[config.mk]
export PLATFORM = sky130hd
export DESIGN_NAME = up_dn_cntr_param
export DESIGN_NICKNAME = d
export VERILOG_FILES = /design/src/rtl/up_dn_cntr_param.sv
export SDC_FILE = /design/constraint.sdc
export NUM_CORES = 1
export LEC_CHECK = 0
export BUFFER_PORTS_ARGS = -buffer_cell sky130_fd_sc_hd__buf_2
export CAP_MARGIN = 20
export CORE_MARGIN = 2
export CORE_UTILIZATION = 58
export CTS_BUF_LIST = sky130_fd_sc_hd__clkbuf_8
export DETAILED_ROUTE_END_ITERATION = 10
export PLACE_DENSITY = 0.95
export SYNTH_ARGS = -nofsm -noshare
export SYNTH_HDL_FRONTEND = slang
export SYNTH_SLANG_ARGS = --single-unit
[constraint.sdc]
create_clock -name clk -period 4.65 [get_ports clk]
set_clock_uncertainty 0.1 [all_clocks]
set_input_delay 0.465 -clock clk [delete_from_list [all_inputs] [get_ports clk]]
set_output_delay 0.465 -clock clk [all_outputs]
set_load 0.03 [all_outputs]
[src/rtl/up_dn_cntr_param.sv]
// Parametrised up/down counter with a [MIN_VAL, MAX_VAL] window, wrap or saturate, load and registered flags.
// Define UP_DN_CNTR_STEP_EN to add a `step` input that sets the count stride (default stride is 1).
module up_dn_cntr_param #(
  parameter int unsigned WIDTH    = 8,
  parameter int unsigned MIN_VAL  = 0,
  parameter int unsigned MAX_VAL  = (2**WIDTH) - 1,
  parameter bit          SAT_MODE = 1'b0
) (
  input  logic             clk,
  input  logic             reset_n,
  input  logic             en,
  input  logic             up_dnb,
  input  logic             load,
  input  logic [WIDTH-1:0] load_val,
`ifdef UP_DN_CNTR_STEP_EN
  input  logic [WIDTH-1:0] step,
`endif
  output logic [WIDTH-1:0] cnt,
  output logic             at_max,
  output logic             at_min,
  output logic             wrap
);

  localparam logic [WIDTH-1:0] LP_MIN_W = MIN_VAL[WIDTH-1:0];
  localparam logic [WIDTH-1:0] LP_MAX_W = MAX_VAL[WIDTH-1:0];
  localparam logic [WIDTH:0]   LP_MIN   = {1'b0, LP_MIN_W};
  localparam logic [WIDTH:0]   LP_MAX   = {1'b0, LP_MAX_W};
  localparam logic [WIDTH:0]   LP_ONE   = {{WIDTH{1'b0}}, 1'b1};
  localparam logic [WIDTH:0]   LP_SPAN  = LP_MAX - LP_MIN + LP_ONE;

  logic [WIDTH-1:0] r_cnt;
  logic             r_at_max;
  logic             r_at_min;
  logic             r_wrap;

  logic [WIDTH:0]   w_s;
  logic [WIDTH:0]   w_cur;
  logic [WIDTH:0]   w_sum;
  logic [WIDTH:0]   w_dn_lim;
  logic [WIDTH-1:0] w_nxt;
  logic             w_nxt_wrap;

  function automatic logic [WIDTH-1:0] f_clamp(input logic [WIDTH-1:0] v);
    if ({1'b0, v} < LP_MIN) begin
      return LP_MIN_W;
    end else if ({1'b0, v} > LP_MAX) begin
      return LP_MAX_W;
    end else begin
      return v;
    end
  endfunction

  // Stride selection: a step wider than the window is trimmed to the window size.
  always_comb begin
`ifdef UP_DN_CNTR_STEP_EN
    if ({1'b0, step} > LP_SPAN) begin
      w_s = LP_SPAN;
    end else begin
      w_s = {1'b0, step};
    end
`else
    w_s = LP_ONE;
`endif
  end

  // Next-state selection in priority order load > count > hold; arithmetic is one bit wider than the count.
  always_comb begin
    w_cur      = {1'b0, r_cnt};
    w_sum      = w_cur + w_s;
    w_dn_lim   = LP_MIN + w_s;
    w_nxt      = r_cnt;
    w_nxt_wrap = 1'b0;
    if (load) begin
      w_nxt      = f_clamp(load_val);
      w_nxt_wrap = 1'b0;
    end else if (en) begin
      if (up_dnb) begin
        if (w_sum > LP_MAX) begin
          w_nxt_wrap = 1'b1;
          if (SAT_MODE) begin
            w_nxt = LP_MAX_W;
          end else begin
            w_nxt = WIDTH'(LP_MIN + (w_sum - LP_MAX - LP_ONE));
          end
        end else begin
          w_nxt = WIDTH'(w_sum);
        end
      end else begin
        // cnt - s < MIN rewritten as cnt < MIN + s to stay non-negative
        if (w_cur < w_dn_lim) begin
          w_nxt_wrap = 1'b1;
          if (SAT_MODE) begin
            w_nxt = LP_MIN_W;
          end else begin
            w_nxt = WIDTH'(LP_MAX - (w_dn_lim - w_cur - LP_ONE));
          end
        end else begin
          w_nxt = WIDTH'(w_cur - w_s);
        end
      end
    end else begin
      w_nxt      = r_cnt;
      w_nxt_wrap = 1'b0;
    end
  end

  // Count register and flags, all derived from the same next value so they update together.
  always_ff @(posedge clk) begin
    if (!reset_n) begin
      r_cnt    <= LP_MIN_W;
      r_at_max <= 1'b0;
      r_at_min <= 1'b1;
      r_wrap   <= 1'b0;
    end else begin
      r_cnt    <= w_nxt;
      r_at_max <= (w_nxt == LP_MAX_W);
      r_at_min <= (w_nxt == LP_MIN_W);
      r_wrap   <= w_nxt_wrap;
    end
  end

  assign cnt    = r_cnt;
  assign at_max = r_at_max;
  assign at_min = r_at_min;
  assign wrap   = r_wrap;

endmodule

## Word level (Yosys, flattened, before mapping)

Index checks and enable logic that the tools add are counted.

- Bits of input ports: 13
- Bits in registers: 11

- Bitwise gates (word level): 2
- Add/subtract/negate cells: 7
- $lt $le $gt $ge: 2
- Mux-type cells: 8
- Equal/unequal tests: 1
- Reduce and logical (&&, ||, !) cells: 2

Operators by type and width:

| kind | number |
|---|---|
| $mux 8 | 5 |
| $sub 8x1->8 const B | 3 |
| $add 8x1->9 const B | 1 |
| $gt 9x8->1 const B | 1 |
| $eq 8x8->1 const B | 1 |
| $logic_not 8->1 | 1 |
| $lt 8x1->1 const B | 1 |
| $sub 1x8->8 const A | 1 |
| $sub 8x8->8 const A | 1 |
| $sub 8x8->8 const B | 1 |
| $mux 1 | 3 |
| $reduce_or 3->1 | 1 |
| $not 1->1 | 2 |

## Longest topological paths before layout

- Depth in word-level cells: 8
- Mapped depth: 8
- Mapped depth without buffers: 7

## Least setup slack after synthesis

No wires, ideal clock.

- Path type: reg2reg
- Start: register r_cnt[0], in the netlist cnt[0]
- End: register r_at_min, in the netlist at_min
- Cell stages (with the launch flop): 9
- Library setup time: 0.059 ns
- Required time: 4.491 ns
- Arrival time: 1.951 ns
- Setup slack: 2.539 ns
- Cell sequence: dfxtp_1 > buf_6 > inv_1 > ha_1 > xnor2_1 > a211oi_1 > o21ai_0 > a211oi_1 > a41o_1

- Cells in the longest elaborated chain, start to end: 8

Ends and longest elaborated chain:

| what | line | source |
|---|---|---|
| start, declared | 31 | `logic [WIDTH-1:0] r_cnt;` |
| start signal, assigned | 115 | `r_cnt <= w_nxt;` |
| $sub 1x8->8 / $add 8x1->9 (equally long branches) | 95, 69 |  |
| $sub 8x1->8 / $sub 8x8->8 (equally long branches) | 95, 83 |  |
| $sub 8x8->8 / $sub 8x1->8 (equally long branches) | 95, 83 |  |
| $mux 8, on equally long branches | 90, 78 |  |
| $mux 8 | 77 | `if (up_dnb) begin` |
| $mux 8 * | 76 | `end else if (en) begin` |
| $mux 8 * | 73 | `if (load) begin` |
| $logic_not 8->1 * | 117 | `r_at_min <= (w_nxt == LP_MIN_W);` |
| end signal, assigned | 117 |  |
| end, declared | 33 | `logic r_at_min;` |

Mark *: on every way between the ends. The rest lies on a longest branch, timed or not.
A chain may end at the register's enable or synchronous reset.

## Final worst setup path

Ends and elaborated chain as after synthesis.

==> results by group <==
Placed design
  – Port Buffers: 23
  – DP HPWL: 1750 um
  – Final GP Congestion: 0.841

Logic synthesis
  – Synth Register Bits: 11
  – Post-synth cell types: 53
  – Post-synth ARST share: 0%
  – Synth Flop Type: dfxtp_1
  – Top cell type's share of synthesized area: about a quarter
  – Synthesized cell area: 895 um^2
  – Post-Synthesis Cells: around 110
  – Ys Warns: 0
  – Mapped Avg Cell Area: 8.36 um^2
  – Area contributors post-synth: dfxtp_1 (25%), ha_1 (4.2%), nor3_1 (3.4%)
  – Post-synth EDFFs: 0
  – Syn nets: 123
  – Leading area contributor after synthesis: dfxtp_1
  – Most common cell in the synthesized netlist: dfxtp_1
  – Synth top cells by count: dfxtp_1 (11), nor3_1 (6), inv_1 (5), nand2_1 (5), nor2_1 (5)
  – Sequential-to-total area share from yosys stat: 24.6%

Worst setup path
  – Largest fanout on the critical path: 12
  – CP peak stage delay: 560 ps
  – CP most frequent cell: a211oi_1
  – Req. time, crit path: about 4700 ps
  – R2R cell count: 7
  – Worst Path Class, Setup: reg -> reg
  – Worst Setup End Kind: flop
  – Critical Path Slowest Stage Cell: dfxtp_1
  – Worst EP arrival: 2430 ps
  – CP Cell Sequence: inv_1, ha_1, xnor2_1, a211oi_1, o21ai_0, a211oi_1, a41o_1
  – Startpoint Class: flop

STA
  – RSZ-0062 raised after global routing: false
  – Slew @ Worst Pin: 481 ps
  – Max_slew headroom: 67.9%
  – Tcrit/Tclk final: 50.5%
  – Worst hold slack: 417 ps
  – Fmax achieved: 426 MHz
  – Setup TNS: 0 ps
  – Final hold violation count: 0
  – # setup viols final: 0
  – Crit path time final: 2350 ps
  – Final Max Tran Viols: 0

Die
  – Chip width: 43.3 um
  – # rows: 14
  – Top Ports: 24
  – Core area: 1470 um^2
  – Die Height: 43.3 um
  – Die area: approximately 1900 um^2
  – Initial Util: 60.8%

Drt
  – Via density: 6.54
  – DR pass1 iterations: 4
  – Via count: between 900 and 1000
  – Initial DRC Count: between 50 and 60
  – Detail Route Antenna Nets: 0
  – Wire per inst: 17.0 um
  – DRT Wirelength: roughly 2400 um
  – Residual DRC count: 0

Job
  – Reported max-cap violation count: 0

Final layout
  – Area grow syn2layout: 16.2%
  – Layout Nets: 145
  – Antenna Cells: 0
  – Layout cells sized above 1: 28.1%
  – Final core utilization: 70.7%

Clocking
  – Hold buffers post-CTS: 0
  – H-tree level count: 1
  – TritonCTS clock tree: built
  – Postcts setup bufs: 0
  – Clk buf depth: 2
  – Worst-Skew Late Latency: 240 ps
  – Clock Sinks: 11
  – CTS Buf Count: 3
  – # resized after CTS: 0
  – CTS root buffer: clkbuf_8
  – CTS clk-pin slew, worst paths: 50 ps

Hold path
  – HP Class: in -> reg
  – WHS Path Cells: 3

GRT
  – First-pass GRT wire length: 3670 um
  – Vias in the first global route: 824
  – Total track usage: 26.8%
  – Initial antenna violation count: 0
  – Grt ovf: 0
  – Largest net degree at the start of global routing: 23

Pwr
  – Max VDD drop: around 230 uV
  – Pwr/cell area: 284 nW/um^2
  – Leakage: 0.000451 uW

Status
  – Status: finished clean
-- metrics by stage --
step	setup WS, ps	power [uW]	instances	area (um^2)
2_1_floorplan	2540	178	107	895
3_3_place_gp	2440	196	140	995
3_5_place_dp	2350	200	140	995
4_1_cts	2320	294	144	1040
5_1_grt	2140	304	144	1040
6_report	2300	295	144	1040
-- report_power, final --
part           switching (uW)  total (uW)  internal, uW
registers                12.6         113           101
logic                    52.1        87.7          35.5
clock network            36.5        94.5          58.0
-- logic make-up after synthesis --
logic type               after synthesis  share of synthesized area [%]
XOR/XNOR                               3                           2.94
multiplexers                           3                           3.50
buffers and inverters                 12                           6.43
adder cells (fa/ha/maj)                3                           4.20
AO/OA/AOI/OAI                         30                           26.6
flip-flops                            11                           24.6
AND/OR/NAND/NOR                       45                           31.7
-- sequential cells by signal, summed over array words and instances, names as in the netlist --
name and flops:
at_min 1, cnt 8, at_max 1, wrap 1
-- per-layer routing --
layer / vias to the layer above / track usage [%] / part of all wire [%]
met5: - / 0 / 0
met3: 11 / 3.83 / 6.8
met1: 430 / 33.0 / 39
li1: 451 / - / -
met4: 0 / 11.5 / 3.2
met2: 50 / 45.7 / 51
-- critical path: cells and delay by family, from the launching register on --
kind	cells	cell delay, ps
buffers and inverters	1	150
flip-flops	1	560
XOR/XNOR	1	140
adder cells (fa/ha/maj)	1	350
AO/OA/AOI/OAI	4	990
-- final cells by class --
cell class	count	area, um^2
clock buffers	3	41.3
fillers	107	432
flip-flops and latches	11	220
inverters	6	22.5
repair buffers	23	115
clock inverters	1	3.75
well taps	16	20.0
multi-input cells	84	617
-- placed cells by master, fill, tap and decap left out, types with 2 or more instances in the layout --
cell type   n
dfxtp_1    11
nand2_1     5
nor3b_1     3
nand4_1     3
a22oi_1     2
o211ai_1    2
nor2_1      5
clkbuf_8    3
ha_1        3
a211oi_1    3
nor3_1      6
nor2b_1     2
and2_1      2
o21ai_1     2
nand2b_1    4
a21oi_1     3
or2_2       2
o21ai_0     3
mux2i_1     2
or4b_1      2
inv_1       6
buf_2      23
xnor2_1     2
-- worst paths after layout --
| path | start | endpoint | slack [ps] |
|---|---|---|---|
| setup / recovery | cnt[0]$_SDFF_PN0_ | at_min$_SDFF_PN1_ | 2300 |
| hold reg to reg | cnt[7]$_SDFF_PN0_ | wrap$_SDFF_PP0_ | 560 |
| setup reg to reg | cnt[0]$_SDFF_PN0_ | at_min$_SDFF_PN1_ | 2300 |
| hold / removal | load_val[0] | cnt[0]$_SDFF_PN0_ | 420 |
Note: power is estimated with default switching activity, not from simulation.
